[src/rtl/mips_sc_sequencer.sv]
// mips_sc_sequencer
// Run-control sequencer and main/ALU decoder for the single-cycle MIPS datapath.
// Decode is purely combinational; only the run-control FSM, the retired-instruction
// counter and the halt cause are registered. Reset is asynchronous and active-low
// on rst, and forces every output low while asserted.
module mips_sc_sequencer #(
  parameter logic [31:0]      HALT_WORD  = 32'hFC00_0000,
  parameter int               CNT_W      = 16,
  parameter logic [CNT_W-1:0] MAX_RETIRE = {CNT_W{1'b1}}
) (
  input  logic             clk,
  input  logic             rst,
  input  logic             start,
  input  logic             step_mode,
  input  logic             step,
  input  logic [31:0]      instruction,
  input  logic             zero,
  output logic [2:0]       ALUoperation,
  output logic             ldinpc,
  output logic             initpc,
  output logic             JumpSrc,
  output logic             PCsignal,
  output logic             RegDst,
  output logic             WriteSrc,
  output logic             RegWSrc,
  output logic             RegWrite,
  output logic             ALUSrc,
  output logic             MemRead,
  output logic             MemWrite,
  output logic             PCSrc,
  output logic             MemtoReg,
  output logic             busy,
  output logic             halted,
  output logic [1:0]       halt_cause,
  output logic [CNT_W-1:0] retired
);

  // Opcodes
  localparam logic [5:0] OP_RTYPE = 6'b000000;
  localparam logic [5:0] OP_ADDI  = 6'b001000;
  localparam logic [5:0] OP_SLTI  = 6'b001010;
  localparam logic [5:0] OP_LW    = 6'b100011;
  localparam logic [5:0] OP_SW    = 6'b101011;
  localparam logic [5:0] OP_BEQ   = 6'b000100;
  localparam logic [5:0] OP_J     = 6'b000010;
  localparam logic [5:0] OP_JAL   = 6'b000011;

  // R-type function codes
  localparam logic [5:0] FN_ADD = 6'b100000;
  localparam logic [5:0] FN_SUB = 6'b100010;
  localparam logic [5:0] FN_AND = 6'b100100;
  localparam logic [5:0] FN_OR  = 6'b100101;
  localparam logic [5:0] FN_SLT = 6'b101010;
  localparam logic [5:0] FN_JR  = 6'b001000;

  // ALU operation codes
  localparam logic [2:0] ALU_AND = 3'b000;
  localparam logic [2:0] ALU_OR  = 3'b001;
  localparam logic [2:0] ALU_ADD = 3'b010;
  localparam logic [2:0] ALU_SUB = 3'b110;
  localparam logic [2:0] ALU_SLT = 3'b111;

  // Halt causes
  localparam logic [1:0] CAUSE_NONE  = 2'b00;
  localparam logic [1:0] CAUSE_HALT  = 2'b01;
  localparam logic [1:0] CAUSE_ILLEG = 2'b10;
  localparam logic [1:0] CAUSE_WDOG  = 2'b11;

  typedef enum logic [1:0] {
    ST_IDLE = 2'b00,
    ST_INIT = 2'b01,
    ST_RUN  = 2'b10,
    ST_HALT = 2'b11
  } state_t;

  state_t           state_reg;
  state_t           state_next;
  logic [CNT_W-1:0] retired_reg;
  logic [CNT_W-1:0] retired_next;
  logic [1:0]       cause_reg;
  logic [1:0]       cause_next;

  logic [5:0] opcode;
  logic [5:0] funct;

  // Raw decode, before run-control gating
  logic [2:0] dec_alu;
  logic       dec_jumpsrc;
  logic       dec_pcsignal;
  logic       dec_regdst;
  logic       dec_writesrc;
  logic       dec_regwsrc;
  logic       dec_regwrite;
  logic       dec_alusrc;
  logic       dec_memread;
  logic       dec_memwrite;
  logic       dec_pcsrc;
  logic       dec_memtoreg;
  logic       dec_legal;

  logic is_halt;
  logic in_run;
  logic go;
  logic commit;
  logic wd_hit;

  assign opcode = instruction[31:26];
  assign funct  = instruction[5:0];

  // Main and ALU decode: lines default low, each instruction class raises its own.
  always_comb begin
    dec_alu      = ALU_AND;
    dec_jumpsrc  = 1'b0;
    dec_pcsignal = 1'b0;
    dec_regdst   = 1'b0;
    dec_writesrc = 1'b0;
    dec_regwsrc  = 1'b0;
    dec_regwrite = 1'b0;
    dec_alusrc   = 1'b0;
    dec_memread  = 1'b0;
    dec_memwrite = 1'b0;
    dec_pcsrc    = 1'b0;
    dec_memtoreg = 1'b0;
    dec_legal    = 1'b0;
    case (opcode)
      OP_RTYPE: begin
        dec_legal    = 1'b1;
        dec_regdst   = 1'b1;
        dec_regwrite = 1'b1;
        case (funct)
          FN_ADD: dec_alu = ALU_ADD;
          FN_SUB: dec_alu = ALU_SUB;
          FN_AND: dec_alu = ALU_AND;
          FN_OR:  dec_alu = ALU_OR;
          FN_SLT: dec_alu = ALU_SLT;
          FN_JR: begin
            // jr jumps to a register target and writes nothing back
            dec_pcsignal = 1'b1;
            dec_jumpsrc  = 1'b0;
            dec_regwrite = 1'b0;
          end
          default: begin
            // Unknown funct: report illegal and drive nothing
            dec_legal    = 1'b0;
            dec_regdst   = 1'b0;
            dec_regwrite = 1'b0;
          end
        endcase
      end
      OP_ADDI: begin
        dec_legal    = 1'b1;
        dec_alusrc   = 1'b1;
        dec_alu      = ALU_ADD;
        dec_regwrite = 1'b1;
      end
      OP_SLTI: begin
        dec_legal    = 1'b1;
        dec_alusrc   = 1'b1;
        dec_alu      = ALU_SLT;
        dec_regwrite = 1'b1;
      end
      OP_LW: begin
        dec_legal    = 1'b1;
        dec_alusrc   = 1'b1;
        dec_alu      = ALU_ADD;
        dec_memread  = 1'b1;
        dec_memtoreg = 1'b1;
        dec_regwrite = 1'b1;
      end
      OP_SW: begin
        dec_legal    = 1'b1;
        dec_alusrc   = 1'b1;
        dec_alu      = ALU_ADD;
        dec_memwrite = 1'b1;
      end
      OP_BEQ: begin
        dec_legal = 1'b1;
        dec_alu   = ALU_SUB;
        dec_pcsrc = zero;
      end
      OP_J: begin
        dec_legal    = 1'b1;
        dec_pcsignal = 1'b1;
        dec_jumpsrc  = 1'b1;
      end
      OP_JAL: begin
        // jal links the return address into the link register
        dec_legal    = 1'b1;
        dec_pcsignal = 1'b1;
        dec_jumpsrc  = 1'b1;
        dec_regwsrc  = 1'b1;
        dec_writesrc = 1'b1;
        dec_regwrite = 1'b1;
      end
      default: ;
    endcase
  end

  // The halt word shares no encoding with a legal instruction, so it is
  // matched on the full word and kept separate from the illegal-decode path.
  assign is_halt = (instruction == HALT_WORD);
  assign in_run  = (state_reg == ST_RUN);
  assign go      = !step_mode || step;
  assign commit  = in_run && go && dec_legal && !is_halt;
  assign wd_hit  = commit && (retired_reg == (MAX_RETIRE - 1'b1));

  // Run-control state, retired counter and halt cause registers.
  always_ff @(posedge clk or negedge rst) begin
    if (!rst) begin
      state_reg   <= ST_IDLE;
      retired_reg <= '0;
      cause_reg   <= CAUSE_NONE;
    end else begin
      state_reg   <= state_next;
      retired_reg <= retired_next;
      cause_reg   <= cause_next;
    end
  end

  // Next-state logic: halt conditions take priority over commit; start only acts when stopped.
  always_comb begin
    state_next   = state_reg;
    retired_next = retired_reg;
    cause_next   = cause_reg;
    case (state_reg)
      ST_IDLE, ST_HALT: begin
        if (start) begin
          state_next = ST_INIT;
        end
      end
      ST_INIT: begin
        state_next   = ST_RUN;
        retired_next = '0;
        cause_next   = CAUSE_NONE;
      end
      ST_RUN: begin
        if (is_halt) begin
          state_next = ST_HALT;
          cause_next = CAUSE_HALT;
        end else if (!dec_legal) begin
          state_next = ST_HALT;
          cause_next = CAUSE_ILLEG;
        end else if (commit) begin
          retired_next = retired_reg + 1'b1;
          if (wd_hit) begin
            state_next = ST_HALT;
            cause_next = CAUSE_WDOG;
          end
        end
      end
      default: state_next = ST_IDLE;
    endcase
  end

  // Output drive: architectural writes only on commit, everything low while in reset.
  always_comb begin
    ALUoperation = 3'b000;
    ldinpc       = 1'b0;
    initpc       = 1'b0;
    JumpSrc      = 1'b0;
    PCsignal     = 1'b0;
    RegDst       = 1'b0;
    WriteSrc     = 1'b0;
    RegWSrc      = 1'b0;
    RegWrite     = 1'b0;
    ALUSrc       = 1'b0;
    MemRead      = 1'b0;
    MemWrite     = 1'b0;
    PCSrc        = 1'b0;
    MemtoReg     = 1'b0;
    busy         = 1'b0;
    halted       = 1'b0;
    halt_cause   = CAUSE_NONE;
    retired      = '0;
    if (rst) begin
      ALUoperation = dec_alu;
      JumpSrc      = dec_jumpsrc;
      PCsignal     = dec_pcsignal;
      RegDst       = dec_regdst;
      WriteSrc     = dec_writesrc;
      RegWSrc      = dec_regwsrc;
      ALUSrc       = dec_alusrc;
      PCSrc        = dec_pcsrc;
      MemtoReg     = dec_memtoreg;
      RegWrite     = dec_regwrite && commit;
      MemWrite     = dec_memwrite && commit;
      MemRead      = dec_memread && in_run;
      ldinpc       = commit;
      initpc       = (state_reg == ST_INIT);
      busy         = (state_reg == ST_INIT) || in_run;
      halted       = (state_reg == ST_HALT);
      halt_cause   = cause_reg;
      retired      = retired_reg;
    end
  end

endmodule

[config.mk]
export PLATFORM = sky130hd
export DESIGN_NAME = mips_sc_sequencer
export DESIGN_NICKNAME = d
export VERILOG_FILES = /design/src/rtl/mips_sc_sequencer.sv
export SDC_FILE = /design/constraint.sdc
export NUM_CORES = 1
export LEC_CHECK = 0
export CAP_MARGIN = 30
export CELL_PAD_IN_SITES_DETAIL_PLACEMENT = 0
export CELL_PAD_IN_SITES_GLOBAL_PLACEMENT = 1
export CORE_UTILIZATION = 49
export DETAILED_ROUTE_END_ITERATION = 12
export DONT_BUFFER_PORTS = 1
export HOLD_SLACK_MARGIN = 0.05
export PLACE_DENSITY_LB_ADDON = 0.1
export SYNTH_ARGS = -nofsm -noshare
export SYNTH_HDL_FRONTEND = slang
export SYNTH_SLANG_ARGS = --single-unit
[constraint.sdc]
create_clock -name clk -period 5.3 [get_ports clk]
set_clock_uncertainty 0.2 [all_clocks]
set_input_delay 1.06 -clock clk [delete_from_list [all_inputs] [get_ports clk]]
set_output_delay 1.06 -clock clk [all_outputs]
set_load 0.05 [all_outputs]
==> metrics.md <==
| Metric | Value |
|---|---|
| Shortest period the worst path allows | 4630 ps |
| Total GRT Usage | 0.234 |
| Proportion of total power due to net switching | 0.432 |
| Total length of routed wires | 4.30 mm |
| Cell internal power dissipation | roughly 250 uW |
| Unrepaired setup endpoints after global routing | false |
| Count of flip-flops with a built-in enable after synthesis | 0 |
| Endpoint kind of the worst setup timing path | primary output |
| Net switching power | 188 uW |
| Synth Instances | 216 |
| Io pins | 74 |
| Run status | finished, final reports clean |
| Portion of total power attributed to combinational logic | 0.429 |
| Yosys Warn Count | 0 |
| Most common cell after layout, fill and taps aside | sky130_fd_sc_hd__and2_1 |
| Htree depth | 1 |
| GRT overflow | 0 |
| Bufs on Longest Clock Path | 2 |
| Antenna violations before repair | 0 |
| Cell depth of the worst flop-to-flop path | 6 |
| Via count of the first global-routing pass | about 1500 |
| Antenna cells | 0 |
| Kind of launch point of the worst setup path | input pin |
| Maximum cell stage delay along the critical path | 490 ps |
| Clock input transition at the sequential cells of the worst setup and hold paths | about 110 ps |
| Fraction of synthesized cell area in xor and xnor cells | 0.0147 |
| Share of layout cells above drive strength 1 | 0.0986 |
| Initial standard-cell utilization of the core | 0.525 |
| Final Hold Violating Endpoints | 0 |
| Highest-delay cell along the critical path | sky130_fd_sc_hd__or4_1 |
| Dpl hpwl | 3.33 mm |
| Capture point of the worst reg-to-reg path | state_reg[0] |
| Count of pins over their slew limit | 0 |
| Number of port buffers | 0 |
| Max IR drop VDD | 93.7 uV |
| Count of cell types in the netlist | 56 |
| Summed negative setup slack over all endpoints | 0 ps |
| Post-route antenna net violation count | 0 |
| Smallest hold slack | 244 ps |
| Part of the cycle the worst path needs | 0.873 |
| Highest-count cells in the layout ignoring fill and taps | sky130_fd_sc_hd__and2_1, sky130_fd_sc_hd__dfrtp_1, sky130_fd_sc_hd__a21oi_1 |
| Total of cells resized after clock tree synthesis | 0 |
| Simple-gate portion of the synthesized area | 0.377 |
| R2R Setup Slk | approximately 2600 ps |
| TritonCTS clock tree | built |
| Multiplexer share of the synthesized area | 0.0223 |
| Vias | 1640 |
| Sequential group share of total power | 0.412 |
| Drc violations | 0 |
| First-pass GRT wire length | 7.44 mm |
| Fill cell instance count of the final layout | 336 |
| Timing-limited maximum frequency | 0.216 GHz |
| Standard-cell rows | 21 |
| Vertical extent of the die | 62.5 um |
| Routed length per placed instance | around 17 um |
| Post-synthesis adder-cell area fraction | 0.0349 |
| Seq/Total Area, Yosys | 0.279 |
| Leakage dissipation | 0.694 nW |
| Compound-cell area share of the yosys netlist | 0.216 |
| Number of max-capacitance violations reported | 0 |
| Main combinational cell family by area after synthesis | simple AND/OR/NAND/NOR gates |
| CTS Hold Buffers Added | 0 |
| Worst hold path class | in -> async |
| Number of DRC violations after detailed-routing iteration 0 | 103 |
| Post-CTS repair timing setup buffer count | 0 |
| Clock tree root driver cell | sky130_fd_sc_hd__clkbuf_4 |
| Net count after synthesis | 259 |
| Critical Path Sink | MemWrite |
| Clk sink count | 20 |
| Dominant register cell in the synthesized netlist | sky130_fd_sc_hd__dfrtp_1 |
| Critical Path RT | just over 4000 ps |
| Critical Path Source | instruction[0] |
| Power density over the cells | 233 nW/um^2 |
| TritonCTS buffer count | 3 |
| Cells along the critical path | or2_1 > or4_1 > o31ai_4 > a21o_1 > nor2_1 > buf_4 > and3_1 |
| NumNets Final | about 260 |
| Slew at the pin closest to its max-slew limit | 938 ps |
| Clock network fraction of total power | 0.160 |
| Reg-to-reg critical path startpoint | retired_reg[2] |
| Max FFs per register | 16 |
| Core ar. | 3420 um^2 |
| DIE AREA | approximately 4000 um^2 |
| Worst Path Max Fanout | 19 |
| Total iterations of the first detailed-routing run | 4 |
| Detailed-route vias per instance | 6.33 |
| Area growth syn-to-layout | 4.26% |
| Die width | 62.5 um |
| Proportion of synthesized flip-flops having asynchronous set or reset | 1.00 |
| Mean cell area of the mapped netlist | between 8 and 9 um^2 |
| Clock insertion delay at the later pin of the skew report | 290 ps |
| Data arrival time of the critical path | 3370 ps |
| Count of endpoints failing setup in the final report | 0 |
| Global placer's final weighted congestion | 0.870 |
| Largest net degree at the start of global routing | 48 |
| Cell area after synthesis | 1790 um^2 |
| Synthesis-stage register bit count | 20 |
| Relative slew slack | 0.374 |
| Classification of the worst setup path | in -> out |
## kinds of logic (layout without fill, tap and decap cells)
| family | after synthesis | in the layout |
|---|---|---|
| buffers and inverters | 20 | 17 |
| adder cells (fa/ha/maj) | 5 | 5 |
| XOR/XNOR | 3 | 3 |
| flip-flops | 20 | 20 |
| AO/OA/AOI/OAI | 50 | 50 |
| AND/OR/NAND/NOR | 114 | 114 |
| multiplexers | 4 | 4 |
## per-layer routing
metal | vias up | GRT usage | part of all wire | routed length [um]
met3 | 2 | 0.0493 | 0.056 | 241
met1 | 782 | 0.338 | 0.48 | 2060
met5 | - | 0 | 0 | 0
met4 | 0 | 0.0262 | 0.0030 | 13
li1 | 806 | - | - | -
met2 | 50 | 0.370 | 0.46 | 1980
## worst min-delay path by stage
| stage | from | to | slack (ps) | cells after the start |
|---|---|---|---|---|
| final | rst | retired_reg[8] | 240 | 0 |
| after global routing | rst | state_reg[1] | 220 | 0 |
| after CTS | rst | state_reg[0] | 230 | 0 |
| after detailed placement | cause_reg[0] | cause_reg[0] | 290 | 1 |
| after global placement | cause_reg[0] | cause_reg[0] | 270 | 1 |
| after floorplan | cause_reg[0] | cause_reg[0] | 250 | 1 |
## Yosys cell counts, types with 3 or more instances
master                     instances  area (um^2)
sky130_fd_sc_hd__nor3_1            7         35.0
sky130_fd_sc_hd__a21oi_1          15         75.1
sky130_fd_sc_hd__nand4_1           3         18.8
sky130_fd_sc_hd__nand2_1          14         52.6
sky130_fd_sc_hd__nor2_1           13         48.8
sky130_fd_sc_hd__nor4b_1           5         43.8
sky130_fd_sc_hd__nor4_1            6         37.5
sky130_fd_sc_hd__o31ai_1           4         30.0
sky130_fd_sc_hd__ha_1              5         62.6
sky130_fd_sc_hd__o21ai_0           3         15.0
sky130_fd_sc_hd__clkbuf_1          5         18.8
sky130_fd_sc_hd__or4_1             5         37.5
sky130_fd_sc_hd__o41ai_1           4         35.0
sky130_fd_sc_hd__and2_1           23          144
sky130_fd_sc_hd__nand2b_1          4         25.0
sky130_fd_sc_hd__xnor2_1           3         26.3
sky130_fd_sc_hd__dfrtp_1          20          500
sky130_fd_sc_hd__inv_1             8         30.0
sky130_fd_sc_hd__mux2i_1           4         40.0
sky130_fd_sc_hd__nand3_1          10         50.1
sky130_fd_sc_hd__nor2b_1           6         37.5
## layout make-up
type,instances,area [um^2],share of cell area
Clock buffer,3,22.5,0.0120
Inverter,8,30.0,0.0161
Multi-Input combinational cell,176,1210,0.649
Tap cell,46,57.6,0.0308
Timing Repair Buffer,6,45.0,0.0241
Sequential cell,20,500,0.268
## power by group through the flow
stage,Sequential [mW],Combinational [mW],Clock (mW)
after floorplan,0.179,0.164,0
after global placement,0.182,0.180,0
after detailed placement,0.183,0.186,0
after CTS,0.180,0.187,0.0744
after global routing,0.182,0.205,0.0796
final,0.180,0.187,0.0696
## critical path, delay by kind of cell
family,cells,cell delay [ps]
simple gates,4,1220
compound gates,2,860
buf+inv,1,210
## per-stage QoR
stage	setup slack [ps]	total power [mW]	instances	instance area (um^2)	util
final	674	0.436	259	1870	0.547
after global routing	549	0.467	259	1870	0.547
after CTS	677	0.442	259	1870	0.547
after detailed placement	681	0.369	256	1850	0.541
after global placement	712	0.362	255	1840	0.538
after floorplan	525	0.343	216	1800	-
(Power assumes the default switching activity.)
